### config.mk
export PLATFORM = sky130hd
export DESIGN_NAME = mc_control
export DESIGN_NICKNAME = d
export VERILOG_FILES = /design/src/rtl/mc_control.sv
export SDC_FILE = /design/constraint.sdc
export NUM_CORES = 1
export LEC_CHECK = 0
export ABC_AREA = 1
export CAP_MARGIN = 25
export CORE_MARGIN = 4
export CORE_UTILIZATION = 25
export DETAILED_ROUTE_END_ITERATION = 7
export PLACE_DENSITY = 0.57
export RECOVER_POWER = 100
export SETUP_SLACK_MARGIN = 0.05
export SLEW_MARGIN = 20
export SYNTH_ARGS = -nofsm -noshare
export SYNTH_HDL_FRONTEND = slang
export SYNTH_SLANG_ARGS = --single-unit
### constraint.sdc
create_clock -name clk -period 1.1 [get_ports clk]
set_input_delay 0.22 -clock clk [delete_from_list [all_inputs] [get_ports clk]]
set_output_delay 0.22 -clock clk [all_outputs]
set_load 0.03 [all_outputs]
### src/rtl/mc_control.sv
// Multi-cycle RV32 control FSM.
// Sequences fetch, decode, execute, memory and writeback for a subset of RV32I.
module mc_control (
  input  logic       clk,
  input  logic       rst_n,
  input  logic [6:0] opcode,
  input  logic [2:0] func3,
  input  logic       alu_zero,
  input  logic       alu_lsb,
  input  logic       mem_ready,
  output logic       mem_req,
  output logic       mem_we,
  output logic       i_or_d,
  output logic       ir_write,
  output logic       pc_write,
  output logic       pc_src,
  output logic       alu_src_a,
  output logic [1:0] alu_src_b,
  output logic [1:0] alu_op,
  output logic       reg_write,
  output logic [1:0] wb_sel,
  output logic       retire,
  output logic       illegal
);

  typedef enum logic [3:0] {
    FETCH, DECODE, EXEC_R, EXEC_I, ADDR, MEM_RD,
    MEM_WR, WB_ALU, WB_MEM, BRANCH, JAL, TRAP
  } state_t;

  localparam logic [6:0] OP_R  = 7'b0110011;
  localparam logic [6:0] OP_I  = 7'b0010011;
  localparam logic [6:0] OP_LD = 7'b0000011;
  localparam logic [6:0] OP_ST = 7'b0100011;
  localparam logic [6:0] OP_BR = 7'b1100011;
  localparam logic [6:0] OP_J  = 7'b1101111;

  state_t st, nxt;
  logic   ill_q;
  logic   req_c, we_c, irw_c, pcw_c, rw_c, ret_c;
  logic   taken;

  // State register; reset forces FETCH asynchronously.
  always_ff @(posedge clk or negedge rst_n) begin
    if (!rst_n) st <= FETCH;
    else        st <= nxt;
  end

  // Sticky trap flag, set on entry to TRAP.
  always_ff @(posedge clk or negedge rst_n) begin
    if (!rst_n)           ill_q <= 1'b0;
    else if (nxt == TRAP) ill_q <= 1'b1;
  end

  // Branch condition from func3 and ALU flags.
  always_comb begin
    taken = 1'b0;
    case (func3)
      3'b000:         taken = alu_zero;
      3'b001:         taken = !alu_zero;
      3'b100, 3'b110: taken = alu_lsb;
      3'b101, 3'b111: taken = !alu_lsb;
      default:        taken = 1'b0;
    endcase
  end

  // Next-state and per-state control outputs.
  always_comb begin
    nxt       = st;
    req_c     = 1'b0;
    we_c      = 1'b0;
    i_or_d    = 1'b0;
    irw_c     = 1'b0;
    pcw_c     = 1'b0;
    pc_src    = 1'b0;
    alu_src_a = 1'b0;
    alu_src_b = 2'b00;
    alu_op    = 2'b00;
    rw_c      = 1'b0;
    wb_sel    = 2'b00;
    ret_c     = 1'b0;
    unique case (st)
      FETCH: begin
        req_c     = 1'b1;
        alu_src_b = 2'b01;
        if (mem_ready) begin
          irw_c = 1'b1;
          pcw_c = 1'b1;
          nxt   = DECODE;
        end
      end
      DECODE: begin
        alu_src_b = 2'b10;
        unique case (1'b1)
          opcode == OP_R:  nxt = EXEC_R;
          opcode == OP_I:  nxt = EXEC_I;
          opcode == OP_LD,
          opcode == OP_ST: nxt = ADDR;
          opcode == OP_BR: nxt = BRANCH;
          opcode == OP_J:  nxt = JAL;
          default:         nxt = TRAP;
        endcase
      end
      EXEC_R: begin
        alu_src_a = 1'b1;
        alu_op    = 2'b10;
        nxt       = WB_ALU;
      end
      EXEC_I: begin
        alu_src_a = 1'b1;
        alu_src_b = 2'b10;
        alu_op    = 2'b01;
        nxt       = WB_ALU;
      end
      WB_ALU: begin
        rw_c  = 1'b1;
        ret_c = 1'b1;
        nxt   = FETCH;
      end
      ADDR: begin
        alu_src_a = 1'b1;
        alu_src_b = 2'b10;
        nxt       = (opcode == OP_LD) ? MEM_RD : MEM_WR;
      end
      MEM_RD: begin
        req_c  = 1'b1;
        i_or_d = 1'b1;
        if (mem_ready) nxt = WB_MEM;
      end
      WB_MEM: begin
        rw_c   = 1'b1;
        wb_sel = 2'b01;
        ret_c  = 1'b1;
        nxt    = FETCH;
      end
      MEM_WR: begin
        req_c  = 1'b1;
        we_c   = 1'b1;
        i_or_d = 1'b1;
        if (mem_ready) begin
          ret_c = 1'b1;
          nxt   = FETCH;
        end
      end
      BRANCH: begin
        alu_src_a = 1'b1;
        alu_op    = 2'b11;
        pc_src    = 1'b1;
        if (func3 == 3'b010 || func3 == 3'b011) begin
          nxt = TRAP;
        end else begin
          pcw_c = taken;
          ret_c = 1'b1;
          nxt   = FETCH;
        end
      end
      JAL: begin
        pcw_c  = 1'b1;
        pc_src = 1'b1;
        rw_c   = 1'b1;
        wb_sel = 2'b10;
        ret_c  = 1'b1;
        nxt    = FETCH;
      end
      TRAP: nxt = TRAP;
      default: nxt = TRAP;
    endcase
  end

  // Enables are forced low while reset is held, without waiting for a clock.
  assign mem_req   = rst_n & req_c;
  assign mem_we    = rst_n & we_c;
  assign ir_write  = rst_n & irw_c;
  assign pc_write  = rst_n & pcw_c;
  assign reg_write = rst_n & rw_c;
  assign retire    = rst_n & ret_c;
  assign illegal   = ill_q;

endmodule

==> results.md, run 1 <==
- Outcome: finished with violations
- Failing checks: negative setup slack
- IO Port Bufs: 30
- Vias: between 900 and 1000
- Worst min path class: in2async
- TritonCTS clock tree: built
- Die area: around 3400 um^2
- Post-route ant nets: 0
- Synth Area in Adders: 0%
- Worst Path Buf+Inv: 5
- Leak pwr: 0.000701 uW
- Min Tclk post-route: 1.68 ns
- Die extent in y: slightly below 60 um
- Final WL: 2240 um
- Slew HR: 72.3%
- Critical Path AT: 1.46 ns
- CP required: 0.88 ns
- Fraction of the mapped netlist area in simple logic gates: between 50% and 60%
- Post-Place Cells: 184
- Iteration-0 DRC Markers: 4
- Clk_skew: 0.00285 ns
- Critical Path End Type: output pin
- Worst-margin pin slew: just over 0.4 ns
- Commonest non-fill, non-tap cell in the layout: buf_4
- Slew Viols, Final: 0
- Nets: around 190
- Net count after synthesis: ~120
- Crit path launch type: flop
- Longest Clk Path Bufs: 2
- Clock root buffer master: clkbuf_4
- Total grt overflow: 0
- Syn avg cell area: 5.96 um^2
- Max frequency: 597 MHz
- Drt wl/cell: about 11 um
- CP max FO: 4
- Row cnt: 17
- Largest family of logic cells by synthesized area: simple AND/OR/NAND/NOR gates
- Clock Sinks: 5
- Global-route wire length before repair: 3620 um
- GR Util All Layers: between 10% and 20%
- Synth Area in XOR/XNOR: 0%
- Inserted Diodes: 0
- Cells after Synth: 106
- Fillers: 188
- Kind of cell adding the most delay to the critical path: buffers and inverters
- Total power divided by cell area: between 300 and 400 nW/um^2
- Max VDD drop: 483 uV
- Final Non-Filler Cells: 200
- Starting Density: roughly 28%
- Worst-path clk slew: 0.04 ns
- Largest net degree at the start of global routing: 7
- Post-DR vias/cell: 4.53
- Hold buffers post-CTS: 0
- CORE AREA: ~2300 um^2
- Post-route total power: 499 uW
- Post-synthesis mux area share: 0%
- Mapped Area: approximately 630 um^2
- H-Tree Depth: 1
- DRC Markers: 0
- Highest-count cells in the layout ignoring fill and taps: buf_4, nand2_1, buf_6
- Total iterations of the first detailed-routing run: 4
- Area grow syn2layout: 132%
- Post-synthesis compound-gate area fraction: 10.3%
- Dpl ws: -0.630 ns
- MaxCap Viol Count: 0
- Crit Path Class: reg2out
- Die width: 58.3 um
- Fin. Hold Viols: 0
- WHS: 0.434 ns
- RD Place Congestion: 0.748
- CP max stage delay: around 0.4 ns
- Vias in the first global route: 903
- Fin crit share: 152%
- Initial antenna violation count: 0
- Synthesized flop and latch total: 5
- Critical path's slowest cell: dfrtp_1
- Final WS setup: -0.575 ns
- Setup Viol. Count Final: 20
- Yosys warns: 0
- Inserted Clock Buffers: 3
- Dpl hpwl: 1690 um
- Fraction of layout cells with a size suffix above 1: between 60 and 70%
- Clock Latency Late Sink: 0.23 ns
- Unrepaired setup endpoints after global routing: true
- Sequential fraction of the synthesis area: 19.8%
- Worst-path cell chain: buf_6 > nor2_4 > buf_12 > inv_8 > nor2_4 > o21ai_2 > inv_2 > buf_6
- Synth cell types: 19
- I/O Pins: 31
synth_stat cells:
cell type / number / area share (%)
nand2_1: 19 / 11
nor2_1: 16 / 9.5
inv_1: 15 / 8.9
nand3_1: 10 / 7.9
inv_2: 7 / 4.2
nand3_2: 6 / 9.5
a21oi_1: 5 / 4.0
dfrtp_1: 5 / 20
nand2_2: 5 / 5.0
nor2_4: 4 / 7.1
nor2_2: 3 / 3.0
nor3_1: 2 / 1.6
o21ai_0: 2 / 1.6
o21ai_1: 2 / 1.6
a211oi_1: 1 / 1.2
a31oi_1: 1 / 0.99
nand4_1: 1 / 0.99
o22ai_1: 1 / 0.99
or2_2: 1 / 0.99
worst paths after layout:
check / start / end / slack (ns) / depth (start not counted)
worst min register to register: illegal$_DFFE_PN0N_ / illegal$_DFFE_PN0N_ / 0.45 / 2
worst max-delay path: st[3]$_DFF_PN0_ / mem_req / -0.58 / 8
worst max register to register: st[0]$_DFF_PN0_ / illegal$_DFFE_PN0N_ / -0.46 / 11
min in group clk: illegal$_DFFE_PN0N_ / illegal$_DFFE_PN0N_ / 0.45 / 2
max in group asynchronous: rst_n / st[1]$_DFF_PN0_ / 0.39 / 2
worst min-delay path: rst_n / st[0]$_DFF_PN0_ / 0.43 / 2
cell families (layout without fill, tap and decap cells):
logic type,count (synthesis),after routing
AO/OA/AOI/OAI,12,12
flip-flops,5,5
AND/OR/NAND/NOR,67,67
buffers and inverters,22,88
layer usage:
metal | up-vias | global-route usage (%) | routed length (um)
met5 | - | 0 | 0
met1 | 411 | 12.2 | 855
met4 | 0 | 3.97 | 0
met3 | 0 | 1.56 | 98
met2 | 26 | 29.0 | 1280
li1 | 469 | - | -
report_power, final:
group / switching, uW / total [uW] / leakage (uW) / internal (uW)
Sequential: 0 / 185 / 0.0000470 / 185
Clock: 65.9 / 202 / 0.0000150 / 137
Combinational: 50.1 / 111 / 0.000639 / 61.3
Total: 116 / 499 / 0.000701 / 383
layout make-up:
class	instances	area (um^2)	area share (%)
Timing Repair Buffer	62	586	39.9
Tap cell	28	35.0	2.39
Sequential cell	5	128	8.70
Multi-Input combinational cell	79	597	40.7
Clock buffer	4	26.3	1.79
Inverter	22	95.1	6.48
registers in the layout, summed over array words and instances, names as in the netlist:
| signal | cells |
|---|---|
| illegal | 1 |
| st | 4 |
what timing repair did:
action	in CTS	in global routing
hold endpoints to repair	0	0
gates resized for setup	45	3
pin swaps	15	4
setup endpoints to repair	20	20
buffers inserted	9	3
metrics by stage:
stage | TNS, ns | util (%) | area (um^2)
floorplan | -3.02 | - | 709
global placement | -6.42 | 50.3 | 1150
detailed placement | -6.66 | 50.3 | 1150
CTS | -8.53 | 62.6 | 1440
global route | -10.54 | 63.8 | 1470
finish | -9.19 | 63.8 | 1470
(Power assumes the default switching activity.)
==> inputs of run 2 (changes only) <==
--- a/config.mk
+++ b/config.mk
@@ -8,9 +8,9 @@
 export ABC_AREA = 1
 export CAP_MARGIN = 25
 export CORE_MARGIN = 4
-export CORE_UTILIZATION = 25
+export CORE_UTILIZATION = 35
 export DETAILED_ROUTE_END_ITERATION = 7
-export PLACE_DENSITY = 0.57
+export PLACE_DENSITY = 0.75
 export RECOVER_POWER = 100
 export SETUP_SLACK_MARGIN = 0.05
 export SLEW_MARGIN = 20
==> results.md, run 2 <==
- Synth cell types: 19 (unchanged)
- Number of synthesized flops with an enable pin: 0 (unchanged)
- Cells after Synth: 106 (unchanged)
- Outcome: stopped before the end (was finished with violations)
- Row cnt: 15 (was 17)
- Yosys warns: 0 (unchanged)
- Post-Place Cells: 183 (was 184)
- Mapped Area: 632 um^2 (unchanged)
- Post-synth ARST share: 100% (unchanged)
- Count leader, synth: nand2_1 (unchanged)
- Cell taking the most area after synthesis: dfrtp_1 (unchanged)
- I/O Pins: 31 (unchanged)
- Clock Sinks: 5 (unchanged)
- Largest net degree at the start of global routing: 7
- Sequential fraction of the synthesis area: 19.8% (unchanged)
- Clock root buffer master: clkbuf_4 (unchanged)
- Syn avg cell area: 5.96 um^2 (unchanged)
- Die extent in y: 50.5 um (was 58.3 um)
- Top FF cell, synth: dfrtp_1 (unchanged)
- Commonest cells post-synth: nand2_1, nor2_1, inv_1 (unchanged)
- Longest Clk Path Bufs: 2 (unchanged)
- Net count after synthesis: 121 (unchanged)
- Inserted Clock Buffers: 3 (unchanged)
- Worst ep type: top-level output
- Worst EP post-GRT repair: pc_write
- Failed at: global routing
- H-Tree Depth: 1 (unchanged)
- Dominant cells by area after synthesis: dfrtp_1, nand2_1, nand3_2 (unchanged)
- Die width: 50.5 um (was 58.3 um)
- Synthesized flop and latch total: 5 (unchanged)
- Dpl hpwl: 1760 um (was 1690 um)
- IO Port Bufs: 30 (unchanged)
- RD Place Congestion: 0.871 (was 0.748)
- Top cell type's share of synthesized area: 19.8% (unchanged)
- Initial antenna violation count: 0
- Starting Density: 36.6% (was 27.5%)
- Tool error: [ERROR DPL-0033] detailed placement checks failed during check placement.
run 2: cell counts after synthesis:
Identical to the previous run, type by type.
run 2: through the flow:
stage	TNS (ns)	worst slack (ns)	hold WS (ns)	util, %	instance area, um^2
2_1_floorplan	-3.02	-0.320	-0.0756	-	709
3_3_place_gp	-6.40	-0.590	0.448	67.5	1170
3_5_place_dp	-6.91	-0.638	0.452	67.5	1170
4_1_cts	-8.42	-0.574	0.127	86.6	1500
run 2: repair_timing:
action | 4_1_cts
buffers inserted | 11
hold buffers | 0
resized for setup | 55
setup endpoints to repair | 20
pin swaps | 13
cloned | 0
endpoints found under the hold margin | 0
run 2: kinds of logic after synthesis:
logic type             after synthesis  share of synthesized area (%)
flip-flops                           5                           19.8
buffers and inverters               22                           13.1
AO/OA/AOI/OAI                       12                           10.3
AND/OR/NAND/NOR                     67                           56.8
==> inputs of run 3 (changes only) <==
--- a/config.mk
+++ b/config.mk
@@ -7,12 +7,11 @@
 export LEC_CHECK = 0
 export ABC_AREA = 1
 export CAP_MARGIN = 25
-export CORE_MARGIN = 4
-export CORE_UTILIZATION = 35
+export CORE_AREA = 4 4 65 67
 export DETAILED_ROUTE_END_ITERATION = 7
-export PLACE_DENSITY = 0.75
+export DIE_AREA = 0 0 69 71
+export PLACE_DENSITY_LB_ADDON = 0.15
 export RECOVER_POWER = 100
-export SETUP_SLACK_MARGIN = 0.05
 export SLEW_MARGIN = 20
 export SYNTH_ARGS = -nofsm -noshare
 export SYNTH_HDL_FRONTEND = slang
==> constraint.sdc (replaced) <==
create_clock -name clk -period 1.4 [get_ports clk]
set_input_delay 0.28 -clock clk [delete_from_list [all_inputs] [get_ports clk]]
set_output_delay 0.28 -clock clk [all_outputs]
set_load 0.03 [all_outputs]
==> results.md, run 3 (same netlist as run 1, synthesis figures left out) <==
- Outcome: finished with violations (was stopped before the end)
- Failing checks: negative setup slack
- Clock Sinks: 5 (unchanged)
- Reg2reg start: st[2]$_DFF_PN0_
- Leak pwr: 0.000786 uW
- Clock Latency Late Sink: 0.22 ns
- Worst-margin pin slew: 0.384 ns
- Inserted Clock Buffers: 3 (unchanged)
- Dpl hpwl: 1970 um (was 1760 um)
- Starting Density: 17.4% (was 36.6%)
- Reg power frac: 28.8%
- CORE AREA: 3630 um^2
- Unrepaired setup endpoints after global routing: true
- DRC Markers: 0
- Worst-path clk slew: roughly 0.03 ns
- CP max stage delay: 0.43 ns
- Critical Path End Type: output pin
- Vias: approximately 950
- MaxCap Viol Count: 0
- Area grow syn2layout: 170%
- Nets: 203
- Sw Pwr: ~110 uW
- Global-route wire length before repair: 4140 um
- FF-to-FF path depth: 10
- Clk network pwr share: 51.8%
- H-Tree Depth: 1 (unchanged)
- Setup slack, reg-to-reg: -0.16 ns
- Die area: 4900 um^2
- Clk_skew: 0.000878 ns
- Top reg by flops: st
- Total grt overflow: 0
- Longest Clk Path Bufs: 2 (unchanged)
- Highest-count cells in the layout ignoring fill and taps: buf_6, buf_4, nand2_1
- Total power divided by cell area: around 300 nW/um^2
- Final WS setup: -0.362 ns
- Worst min path class: reg2reg
- Pint: 396 uW
- WHS: 0.468 ns
- RD Place Congestion: 0.754 (was 0.871)
- Max frequency: 568 MHz
- Final Non-Filler Cells: 235
- Inserted Diodes: 0
- CP max FO: 4
- Row cnt: 22 (was 15)
- Clock root buffer master: clkbuf_8 (was clkbuf_4)
- CP required: 1.12 ns
- Critical Path AT: 1.48 ns
- I/O Pins: 31 (unchanged)
- Die extent in y: 71 um (was 50.5 um)
- Min Tclk post-route: 1.76 ns
- Post-route ant nets: 0
- Largest net degree at the start of global routing: 7
- Total iterations of the first detailed-routing run: 4
- Max FFs per register: 4
- Iteration-0 DRC Markers: 22
- Setup Viol. Count Final: 19
- Crit Path Class: reg2out
- Commonest non-fill, non-tap cell in the layout: buf_6
- Cell repeated most along the worst path: buf_6
- Logic pwr share: around 19%
- Slew Viols, Final: 0
- Fin crit share: 126%
- Fin. Hold Viols: 0
- Max VDD drop: 390 uV
- Worst-path cell chain: buf_6 > nor2_4 > nand3_4 > a31oi_4 > buf_6
- Hold path start: illegal$_DFFE_PN0N_
- Hold buffers post-CTS: 0 (unchanged)
- GR Util All Layers: 10.1%
- Worst hold stages: 2
- Worst hold endpoint: illegal$_DFFE_PN0N_
- Slew HR: 74.4%
- Final WL: roughly 2600 um
- Total Neg Setup Slack: -4.20 ns
- Drt wl/cell: 10.9 um
- Vias in the first global route: about 950
- Die width: 69 um (was 50.5 um)
- IO Port Bufs: 30 (unchanged)
- Crit path launch type: flop
- Post-Place Cells: 217 (was 183)
- Initial antenna violation count: 0
- Fraction of layout cells with a size suffix above 1: 67.4%
- Post-DR vias/cell: ~4
- R2R Path End: illegal$_DFFE_PN0N_
- Critical path's slowest cell: dfrtp_2
- TritonCTS clock tree: built
- Switch share: 21.5%
## run 3: power by group through the flow
stage | Combinational, uW | Sequential [uW] | Clock, uW
after floorplan | 23.1 | 147 | 0
after global placement | 88.8 | 147 | 0
after detailed placement | 90.2 | 147 | 0
after CTS | 95.0 | 145 | 273
after global routing | 107 | 145 | 286
final | 98.1 | 145 | 262
## run 3: worst max path at each step
stage / start / endpoint / slack, ns
floorplan: st[2]$_DFF_PN0_ / pc_write / -0.15
global placement: func3[1] / retire / -0.76
detailed placement: func3[1] / retire / -0.80
CTS: st[2]$_DFF_PN0_ / alu_src_a / -0.34
global route: st[2]$_DFF_PN0_ / pc_write / -0.45
finish: st[2]$_DFF_PN0_ / pc_write / -0.36
## run 3: layout make-up
class	instances	area [um^2]
clock buffers	4	45.0
fillers	357	1920
inverters	22	87.6
multi-input cells	79	651
flip-flops and latches	5	128
well taps	48	60.1
repair buffers	77	738
## run 3: routing by layer
layer | wire (um) | up-vias | GRT usage (%)
met3 | 103 | 0 | 2.70
met2 | 1410 | 20 | 18.9
li1 | - | 496 | -
met4 | 0 | 0 | 1.95
met5 | 0 | - | 0
met1 | 1050 | 437 | 11.5
## run 3: worst max-delay path, delay by kind of cell (launching register included)
family,cells,cell delay [ns]
DFF,1,0.43
buffers and inverters,2,0.28
and+or+nand+nor,2,0.35
AOI/OAI and AO/OA,1,0.20
## run 3: per-stage QoR
stage / area, um^2 / utilization [%] / worst slack, ns / total power (uW)
floorplan: 706 / - / -0.148 / 170
global placement: 1290 / 35.5 / -0.764 / 236
detailed placement: 1290 / 35.5 / -0.799 / 237
CTS: 1560 / 42.8 / -0.339 / 514
global route: 1710 / 47.0 / -0.451 / 538
finish: 1710 / 47.0 / -0.362 / 505
## run 3: repair_timing
item,4_1_cts,5_1_grt
endpoints found under the setup margin,20,20
pin swaps,17,21
setup buffers,9,7
resized for setup,48,35
